<file path="src/rtl/spike_demux_if.sv">
// Handshake/bus bundle between the multiplexed column driver and spike_demux.
interface spike_demux_if #(
  parameter int unsigned Q = 2
);
  logic         grst;
  logic [Q-1:0] col_spikes;
  logic [Q-1:0] output_spikes1;
  logic [Q-1:0] output_spikes2;
  logic         phase;
  logic         replay_valid;

  // Driver side: issues gamma starts and column spikes, observes replay.
  modport master (
    output grst, col_spikes,
    input  output_spikes1, output_spikes2, phase, replay_valid
  );

  // Demux side.
  modport slave (
    input  grst, col_spikes,
    output output_spikes1, output_spikes2, phase, replay_valid
  );
endinterface

</file>
<file path="src/rtl/spike_demux.sv">
// Time-stamps column spikes per network over two gamma sub-cycles and replays
// both networks concurrently during the following phase-0 sub-cycle.
module spike_demux #(
  parameter int unsigned Q  = 2,
  parameter int unsigned TW = 3
) (
  input  logic         clk,
  input  logic         rst,
  spike_demux_if.slave bus
);

  localparam logic [TW-1:0] T_MAX = '1;

  typedef enum logic {
    PH_NET1 = 1'b0,
    PH_NET2 = 1'b1
  } phase_e;

  phase_e state_q, state_d;

  logic [TW-1:0]              tcnt;
  logic [TW-1:0]              cur_t;
  logic                       ph;
  logic                       enter0;

  logic [1:0][Q-1:0]          cap_v;
  logic [1:0][Q-1:0][TW-1:0]  cap_t;
  logic [1:0][Q-1:0]          rep_v;
  logic [1:0][Q-1:0][TW-1:0]  rep_t;
  logic [Q-1:0]               out1_q;
  logic [Q-1:0]               out2_q;
  logic                       rv_q;

  assign ph     = (state_q == PH_NET2);
  assign cur_t  = bus.grst ? '0 : tcnt;
  assign enter0 = bus.grst && (state_q == PH_NET2);

  // Phase state register; reset parks in network 2 so the first grst enters phase 0.
  always_ff @(posedge clk or posedge rst) begin
    if (rst) state_q <= PH_NET2;
    else     state_q <= state_d;
  end

  // Phase toggles on every gamma start.
  always_comb begin
    state_d = state_q;
    if (bus.grst) state_d = (state_q == PH_NET1) ? PH_NET2 : PH_NET1;
  end

  // Shared time base: restarts at 1 after grst and saturates instead of wrapping.
  always_ff @(posedge clk or posedge rst) begin
    if (rst)                 tcnt <= '0;
    else if (bus.grst)       tcnt <= TW'(1);
    else if (tcnt != T_MAX)  tcnt <= tcnt + TW'(1);
  end

  // Capture first spike per neuron into the active bank; grst cycles are blanked
  // because the column may still be holding its previous level.
  always_ff @(posedge clk or posedge rst) begin
    if (rst) begin
      cap_v <= '0;
      cap_t <= '0;
    end else if (bus.grst) begin
      if (enter0) begin
        cap_v[0] <= '0;
        cap_t[0] <= '0;
      end else begin
        cap_v[1] <= '0;
        cap_t[1] <= '0;
      end
    end else begin
      for (int q = 0; q < Q; q++) begin
        if (bus.col_spikes[q] && !cap_v[ph][q]) begin
          cap_v[ph][q] <= 1'b1;
          cap_t[ph][q] <= cur_t;
        end
      end
    end
  end

  // Transfer both banks on phase-0 entry (clearing outputs), then replay by stamp match.
  always_ff @(posedge clk or posedge rst) begin
    if (rst) begin
      rep_v  <= '0;
      rep_t  <= '0;
      out1_q <= '0;
      out2_q <= '0;
      rv_q   <= 1'b0;
    end else if (enter0) begin
      rep_v  <= cap_v;
      rep_t  <= cap_t;
      out1_q <= '0;
      out2_q <= '0;
      rv_q   <= 1'b1;
    end else if (!bus.grst && !ph) begin
      for (int q = 0; q < Q; q++) begin
        if (rep_v[0][q] && (cur_t == rep_t[0][q])) out1_q[q] <= 1'b1;
        if (rep_v[1][q] && (cur_t == rep_t[1][q])) out2_q[q] <= 1'b1;
      end
    end
  end

  assign bus.output_spikes1 = out1_q;
  assign bus.output_spikes2 = out2_q;
  assign bus.phase          = ph;
  assign bus.replay_valid   = rv_q;

endmodule
</file>
<file path="src/flat_wrapper.sv">
// flat-port wrapper written by rule: the top's interface ports become plain ports
module spike_demux_flat 
#(
  parameter int unsigned Q  = 2,
  parameter int unsigned TW = 3
)
  (clk, rst, bus_grst, bus_col_spikes, bus_output_spikes1, bus_output_spikes2, bus_phase, bus_replay_valid);
  spike_demux_if #(.Q(Q)) bus_i ();
  input  logic clk;
  input  logic rst;
  input wire logic [$bits(bus_i.grst)-1:0] bus_grst;
  input wire logic [$bits(bus_i.col_spikes)-1:0] bus_col_spikes;
  output wire logic [$bits(bus_i.output_spikes1)-1:0] bus_output_spikes1;
  output wire logic [$bits(bus_i.output_spikes2)-1:0] bus_output_spikes2;
  output wire logic [$bits(bus_i.phase)-1:0] bus_phase;
  output wire logic [$bits(bus_i.replay_valid)-1:0] bus_replay_valid;
  assign bus_i.grst = bus_grst;
  assign bus_i.col_spikes = bus_col_spikes;
  assign bus_output_spikes1 = bus_i.output_spikes1;
  assign bus_output_spikes2 = bus_i.output_spikes2;
  assign bus_phase = bus_i.phase;
  assign bus_replay_valid = bus_i.replay_valid;
  spike_demux #(.Q(Q), .TW(TW)) u_core (.clk(clk), .rst(rst), .bus(bus_i));
endmodule
</file>
<file path="config.mk">
export PLATFORM = sky130hd
export DESIGN_NAME = spike_demux_flat
export DESIGN_NICKNAME = d
export VERILOG_FILES = /design/src/rtl/spike_demux_if.sv /design/src/rtl/spike_demux.sv /design/src/flat_wrapper.sv
export SDC_FILE = /design/constraint.sdc
export NUM_CORES = 1
export LEC_CHECK = 0
export BUFFER_PORTS_ARGS = -buffer_cell sky130_fd_sc_hd__buf_4
export CAP_MARGIN = 10
export CELL_PAD_IN_SITES_DETAIL_PLACEMENT = 0
export CELL_PAD_IN_SITES_GLOBAL_PLACEMENT = 2
export CORE_MARGIN = 3
export CORE_UTILIZATION = 37
export DETAILED_ROUTE_END_ITERATION = 7
export GPL_TIMING_DRIVEN = 0
export PLACE_DENSITY_LB_ADDON = 0.1
export SLEW_MARGIN = 5
export SYNTH_ARGS = -nofsm -noshare
export SYNTH_HDL_FRONTEND = slang
export SYNTH_SLANG_ARGS = --single-unit
</file>
<file path="constraint.sdc">
create_clock -name clk -period 1.5 [get_ports clk]
set_input_delay 0.225 -clock clk [delete_from_list [all_inputs] [get_ports clk]]
set_output_delay 0.225 -clock clk [all_outputs]
set_load 0.01 [all_outputs]
</file>
After elaboration in Yosys (flattened, before gate mapping)
Index checks and enable logic that the tools add are counted.
{"block": "totals", "register_bits": 41, "latchBits": 0, "mem_bits_rw": 0, "rom_bits": 0, "input_bits": 5, "out_inout_bits": 6, "wordCells": 90, "mem_count": 0}
{"block": "classes", "n_addsub": 1, "n_mul": 0, "div_mod_pow": 0, "order_cmp": 2, "n_eq_ne": 7, "shifts": 0, "mux": 36, "bitwise_logic": 2, "reduce_logical": 23}
{"op": "12-bit 2-to-1 mux", "count": 4}
{"op": "12-bit bitwise mux", "count": 2}
{"op": "2-bit 2-to-1 mux", "count": 9}
{"op": "6-bit 2-to-1 mux", "count": 3}
{"op": "4-bit 2-to-1 mux", "count": 4}
{"op": "6-bit demux with 1-bit select", "count": 2}
{"op": "3-bit == test", "count": 4}
{"op": "3-bit 2-to-1 mux", "count": 4}
{"op": "2-bit nonzero test", "count": 6}
{"op": "1-bit logical AND", "count": 9}
{"op": "4-bit OR", "count": 2}
{"op": "2-bit AND reduction", "count": 4}
{"op": "1-bit 2-to-1 mux", "count": 6}
{"op": "2-bit demux with 1-bit select", "count": 2}
{"op": "1-bit zero test", "count": 4}
{"op": "3-bit by 1-bit adder with 3-bit output (second input constant)", "count": 1}
{"op": "3-bit inequality test (second input constant)", "count": 1}
{"op": "1-bit by 2-bit less-than comparator with 1-bit output (second input constant)", "count": 1}
{"op": "2-bit by 1-bit inequality test with 1-bit output (second input constant)", "count": 1}
{"op": "2-bit inequality test (second input constant)", "count": 1}
{"op": "1-bit greater-or-equal comparator (second input constant)", "count": 1}

Longest topological paths before layout
{"block": "logic_depth", "word_depth": 10, "depth_mapped": 7, "ltp_nobuf": 6}

Least setup slack after synthesis
Ideal clock, no wire load.
{"block": "synth_path", "path_type": "flip-flop to flip-flop", "startpoint": "register u_core.state_q, in the netlist u_core.bus.phase", "endpoint": "register u_core.out1_q[0], in the netlist u_core.bus.output_spikes1[0]", "setup_ps": 121, "t_arrival_ps": 1553, "t_required_ps": 1379, "path_slack_ps": -174, "stages_incl_launch_ff": 6, "path_buffers": 1, "synth_period_minus_slack_ps": 1674, "cell_sequence": "dfstp_2 > buf_6 > inv_1 > ha_1 > nand2b_1 > a22o_1"}
{"block": "synth_via", "elab_chain_len": 4, "elab_cells_between_ends": 7, "cone_classes": "1 x mux; 6 x reduce/logical"}
{"element": "from (decl)", "line_no": "spike_demux.sv:19", "rtl": "phase_e state_q, state_d;"}
{"element": "from (signal assigned)", "line_no": "spike_demux.sv:41", "rtl": "else state_q <= state_d;"}
{"element": "1-bit zero test", "line_no": "spike_demux.sv:95", "rtl": "end else if (!bus.grst && !ph) begin"}
{"element": "1-bit logical AND", "line_no": "spike_demux.sv:95"}
{"element": "2-bit nonzero test (no source line)"}
{"element": "2-bit AND reduction (no source line)"}
{"element": "to (signal assigned)", "line_no": "spike_demux.sv:86", "rtl": "out1_q <= '0;"}
{"element": "to (signal assigned)", "line_no": "spike_demux.sv:92", "rtl": "out1_q <= '0;"}
{"element": "to (signal, indexed assignment)", "line_no": "spike_demux.sv:97", "rtl": "if (rep_v[0][q] && (cur_t == rep_t[0][q])) out1_q[q] <= 1'b1;"}
{"element": "to (decl)", "line_no": "spike_demux.sv:30", "rtl": "logic [Q-1:0] out1_q;"}
Parallel ways exist; a longest one is shown, timed or not.
A chain may end at the register's enable or synchronous reset.

Worst setup path in the final report
{"block": "layout_path", "startpoint": "register u_core.state_q, in the netlist u_core.bus.phase", "endpoint": "register u_core.cap_t[11] in the netlist's numbering"}
{"block": "layout_via", "elab_chain_len": 9, "elab_cells_between_ends": 20, "cone_classes": "2 x order compare; 1 x eq/ne; 11 x mux; 6 x reduce/logical"}
{"element": "2-bit 2-to-1 mux (implied by the code) (2 in a row)", "line_no": "spike_demux.sv:73", "rtl": "if (bus.col_spikes[q] && !cap_v[ph][q]) begin"}
{"element": "1-bit zero test", "line_no": "spike_demux.sv:73"}
{"element": "1-bit logical AND", "line_no": "spike_demux.sv:73"}
{"element": "12-bit 2-to-1 mux", "line_no": "spike_demux.sv:73"}
{"element": "12-bit 2-to-1 mux", "line_no": "spike_demux.sv:63", "rtl": "end else if (bus.grst) begin"}
{"element": "12-bit bitwise mux", "line_no": "spike_demux.sv:75", "rtl": "cap_t[ph][q] <= cur_t;"}
{"element": "12-bit 2-to-1 mux", "line_no": "spike_demux.sv:73"}
{"element": "12-bit 2-to-1 mux", "line_no": "spike_demux.sv:63"}
{"element": "to (signal, indexed assignment)", "line_no": "spike_demux.sv:75"}
{"element": "to (decl)", "line_no": "spike_demux.sv:27", "rtl": "logic [1:0][Q-1:0][TW-1:0] cap_t;"}
Parallel ways exist; a longest one is shown, timed or not. The select of a mux whose other input is x is not followed.

==> metrics.cfg <==
[cts]
htree_levels = 2
cts_root_buffer = clkbuf_8
cts_hold_buf = 0
clock-sinks = 41
clkLatencyLatePin_ps = 300
cts_tree = built
numCtsBuffers = 5
clk_pin_slew_worst_paths_ps = 80
clk_path_buf_depth = 2

[grt]
overflow = 0
groute.usage.overall_pct = 16.9
grt_pass1_wl_microns = 7940
grt_start_max_net_pins = 42
antenna_found_initial = 0
grt_pass1_vias = 1459

[logic_synthesis]
yosysTopAreaCell = dfrtp_1
async_flop_share_pct = 100
synth_area_leaders = dfrtp_1, mux2_2, ha_1
yosysTopAreaCellShare_pct = 49.8
synth_fp_nets = 174
avgSynthCellArea_sq_um = 12.4
synth_top_family_by_area = compound AO/OA/AOI/OAI gates
yosys.area_share.simple_pct = 12.2
synth_warnings = 0
synthMuxAreaShare_pct = 11.9
synth_edf_count = 0
synth-xor-area-share_pct = 3.92
ys.flop_type = dfrtp_1
synthAdderAreaFrac_pct = 4.36
ys_types = 32
synth_compound_area_share_pct = 13.4
ys_ff_latch = 41
syn-cell-area_sq_um = 2010
synth_most_common_cell = dfrtp_1
netlist_instances = 162
synth_commonest_cells = dfrtp_1, mux2_2, nor2_1, ha_1
synth_seq_area_share_pct = 51.1

[drt]
dr_total_vias = 1363
firstDrtPassIters = 4
drtAntennaViolNets = 0
wl_microns = 4730
viasPerCell = 5.35
avgRoutedWirePerCell_microns = 18.5
drc = 0
first_iter_violations = 54

[run_status]
status = finished with violations
violations = negative setup slack

[sta]
final_hold_viol_count = 0
slew_headroom_pct = 41.3
slew_violations = 0
layout_setup_ws_ps = -88.1
grt_setup_unrepaired = true
period_needed_ps = 1590
fmax_mhz = 630
setup_viol = 30
tns_ps = -1370
tightest_slew_ps = 880
skew_ps = 11.9
period_share_pct = 106

[critical_path]
crit_family = flip-flops
critPathMaxFanout = 5
reg2regPathDepth = 5
critPathKind = flop to flop
critPathBufInv = 1
required_ps = 1680
critPathLaunch = u_core.bus.phase$_DFFE_PP1P_
r2r_start = u_core.bus.phase$_DFFE_PP1P_
worstPathCellList = buf_6 > mux2i_2 > and2_4 > mux2i_1 > o21ai_1
slowest_delay_ps = 580
start_kind = flop
arrival_ps = 1770
crit_path_top_delay_cell = dfstp_2
worst-path-stages = 5
cp-end-kind = flop

[floorplanning]
die_h_microns = 79.7
placeableCoreArea_sq_um = 5170
ios = 11
rows = 26
start_util_pct = 38.9
die-area_sq_um = 6350
die_x_microns = 79.7

[cells_and_area]
drive_gt1_share_pct = 37.8
fin_cells = 255
nets = 196
num_antenna_cells = 0
fin_area_sq_um = 2450
syn_to_final_growth_pct = 21.8

[placed_design]
post-dp-hpwl_microns = 3300
place_area_sq_um = 2210
portBuffers = 10
placed_cells = 242
gp_congestion = 0.767

[worst_hold_path]
min_path_type = primary input to async pin

[run]
cap_violations = 0

[power_and_ir_drop]
total_leakage_power_nw = 1.06
ir_worst_vdd_mv = 0.540
p_total_mw = 3.26
p_per_area_nw_per_um2 = 1330

==> state kept, by name, summed over array words and instances, names as in the netlist <==
signal / cells
u_core.bus.output_spikes1: 2
u_core.bus.output_spikes2: 2
u_core.bus.phase: 1
u_core.bus.replay_valid: 1
u_core.cap_t: 12
u_core.cap_v: 4
u_core.rep_t: 12
u_core.rep_v: 4
u_core.tcnt: 3
==> per-layer routing <==
layer  vias to the layer above  global-route usage, %  part of all wire (%)  wire length (microns)
met5                         -                      0                     0                      0
met4                         0                   4.98                   1.5                     73
met3                         8                   4.18                   3.5                    164
met2                        25                   27.0                    49                   2340
met1                       685                   22.4                    46                   2150
li1                        645                      -                     -                      -
==> worst paths after layout <==
path,to,slack [ps]
worst min-delay path,u_core.rep_t[4]$_DFFE_PP0N_,110
worst min register to register,u_core.bus.replay_valid$_DFFE_PP0N_,480
max in group asynchronous,u_core.cap_t[11]$_DFFE_PP0P_,820
worst max-delay path,u_core.cap_t[11]$_DFFE_PP0P_,-90
worst max register to register,u_core.cap_t[11]$_DFFE_PP0P_,-90
min in group clk,u_core.cap_v[0]$_DFFE_PP0P_,200
==> power by group <==
part / switching, mW / leakage, nW / total (mW) / internal, mW
Sequential: 0.182 / 0.533 / 1.50 / 1.32
Clock: 0.390 / 0.0450 / 0.713 / 0.323
Combinational: 0.483 / 0.483 / 1.04 / 0.555
==> placed cells by master, fill, tap and decap left out, types with 3 or more instances in the layout <==
master | netlist | final
buf_4 | 1 | 17
o32ai_1 | 3 | 3
buf_6 | 2 | 3
o21ai_0 | 6 | 4
mux2_2 | 16 | 16
a31oi_1 | 4 | 4
nor4bb_1 | 4 | 4
xor2_1 | 4 | 4
nor2_1 | 12 | 10
o21ai_1 | 3 | 3
nor4b_4 | 0 | 4
a32o_1 | 6 | 6
clkbuf_8 | 0 | 5
ha_1 | 7 | 3
a22o_1 | 6 | 6
dfrtp_1 | 40 | 40
nand2_1 | 5 | 5
xnor2_1 | 5 | 5
mux2i_1 | 6 | 5
o2bb2ai_1 | 6 | 6
==> stage by stage <==
step / util (%) / setup WS, ps / hold WS (ps)
after global routing: 47.3 / -146 / 194
final: 47.3 / -88.1 / 105
after detailed placement: 42.8 / -223 / 454
after global placement: 42.8 / -262 / 455
after floorplan: - / -19.8 / 365
after CTS: 46.8 / -75.4 / 146
==> final cells by class <==
| class | count | area [sq um] |
|---|---|---|
| fillers | 472 | 2720 |
| multi-input cells | 111 | 1060 |
| flip-flops and latches | 41 | 1030 |
| repair buffers | 15 | 113 |
| well taps | 70 | 87.6 |
| clock buffers | 6 | 72.6 |
| plain buffers | 7 | 58.8 |
| inverters | 3 | 16.3 |
| clock inverters | 2 | 10.0 |
==> worst reg2reg max path, delay by kind of cell, from the launching register on <==
kind,cells,cell delay (ps)
mux,2,440
simple gates,1,230
flops,1,580
compound gates,1,70
buf+inv,1,150
==> cell families after synthesis <==
family                   count (synthesis)
flip-flops                              41
AND/OR/NAND/NOR                         38
AO/OA/AOI/OAI                           35
multiplexers                            22
buffers and inverters                   10
XOR/XNOR                                 9
adder cells (fa/ha/maj)                  7
==> what timing repair did <==
item | in CTS | in global routing
setup buffers | 4 | 1
setup endpoints to repair | 32 | 32
gates resized for setup | 19 | 4
pin swaps | 12 | 3
Note: power is estimated with default switching activity, not from simulation.
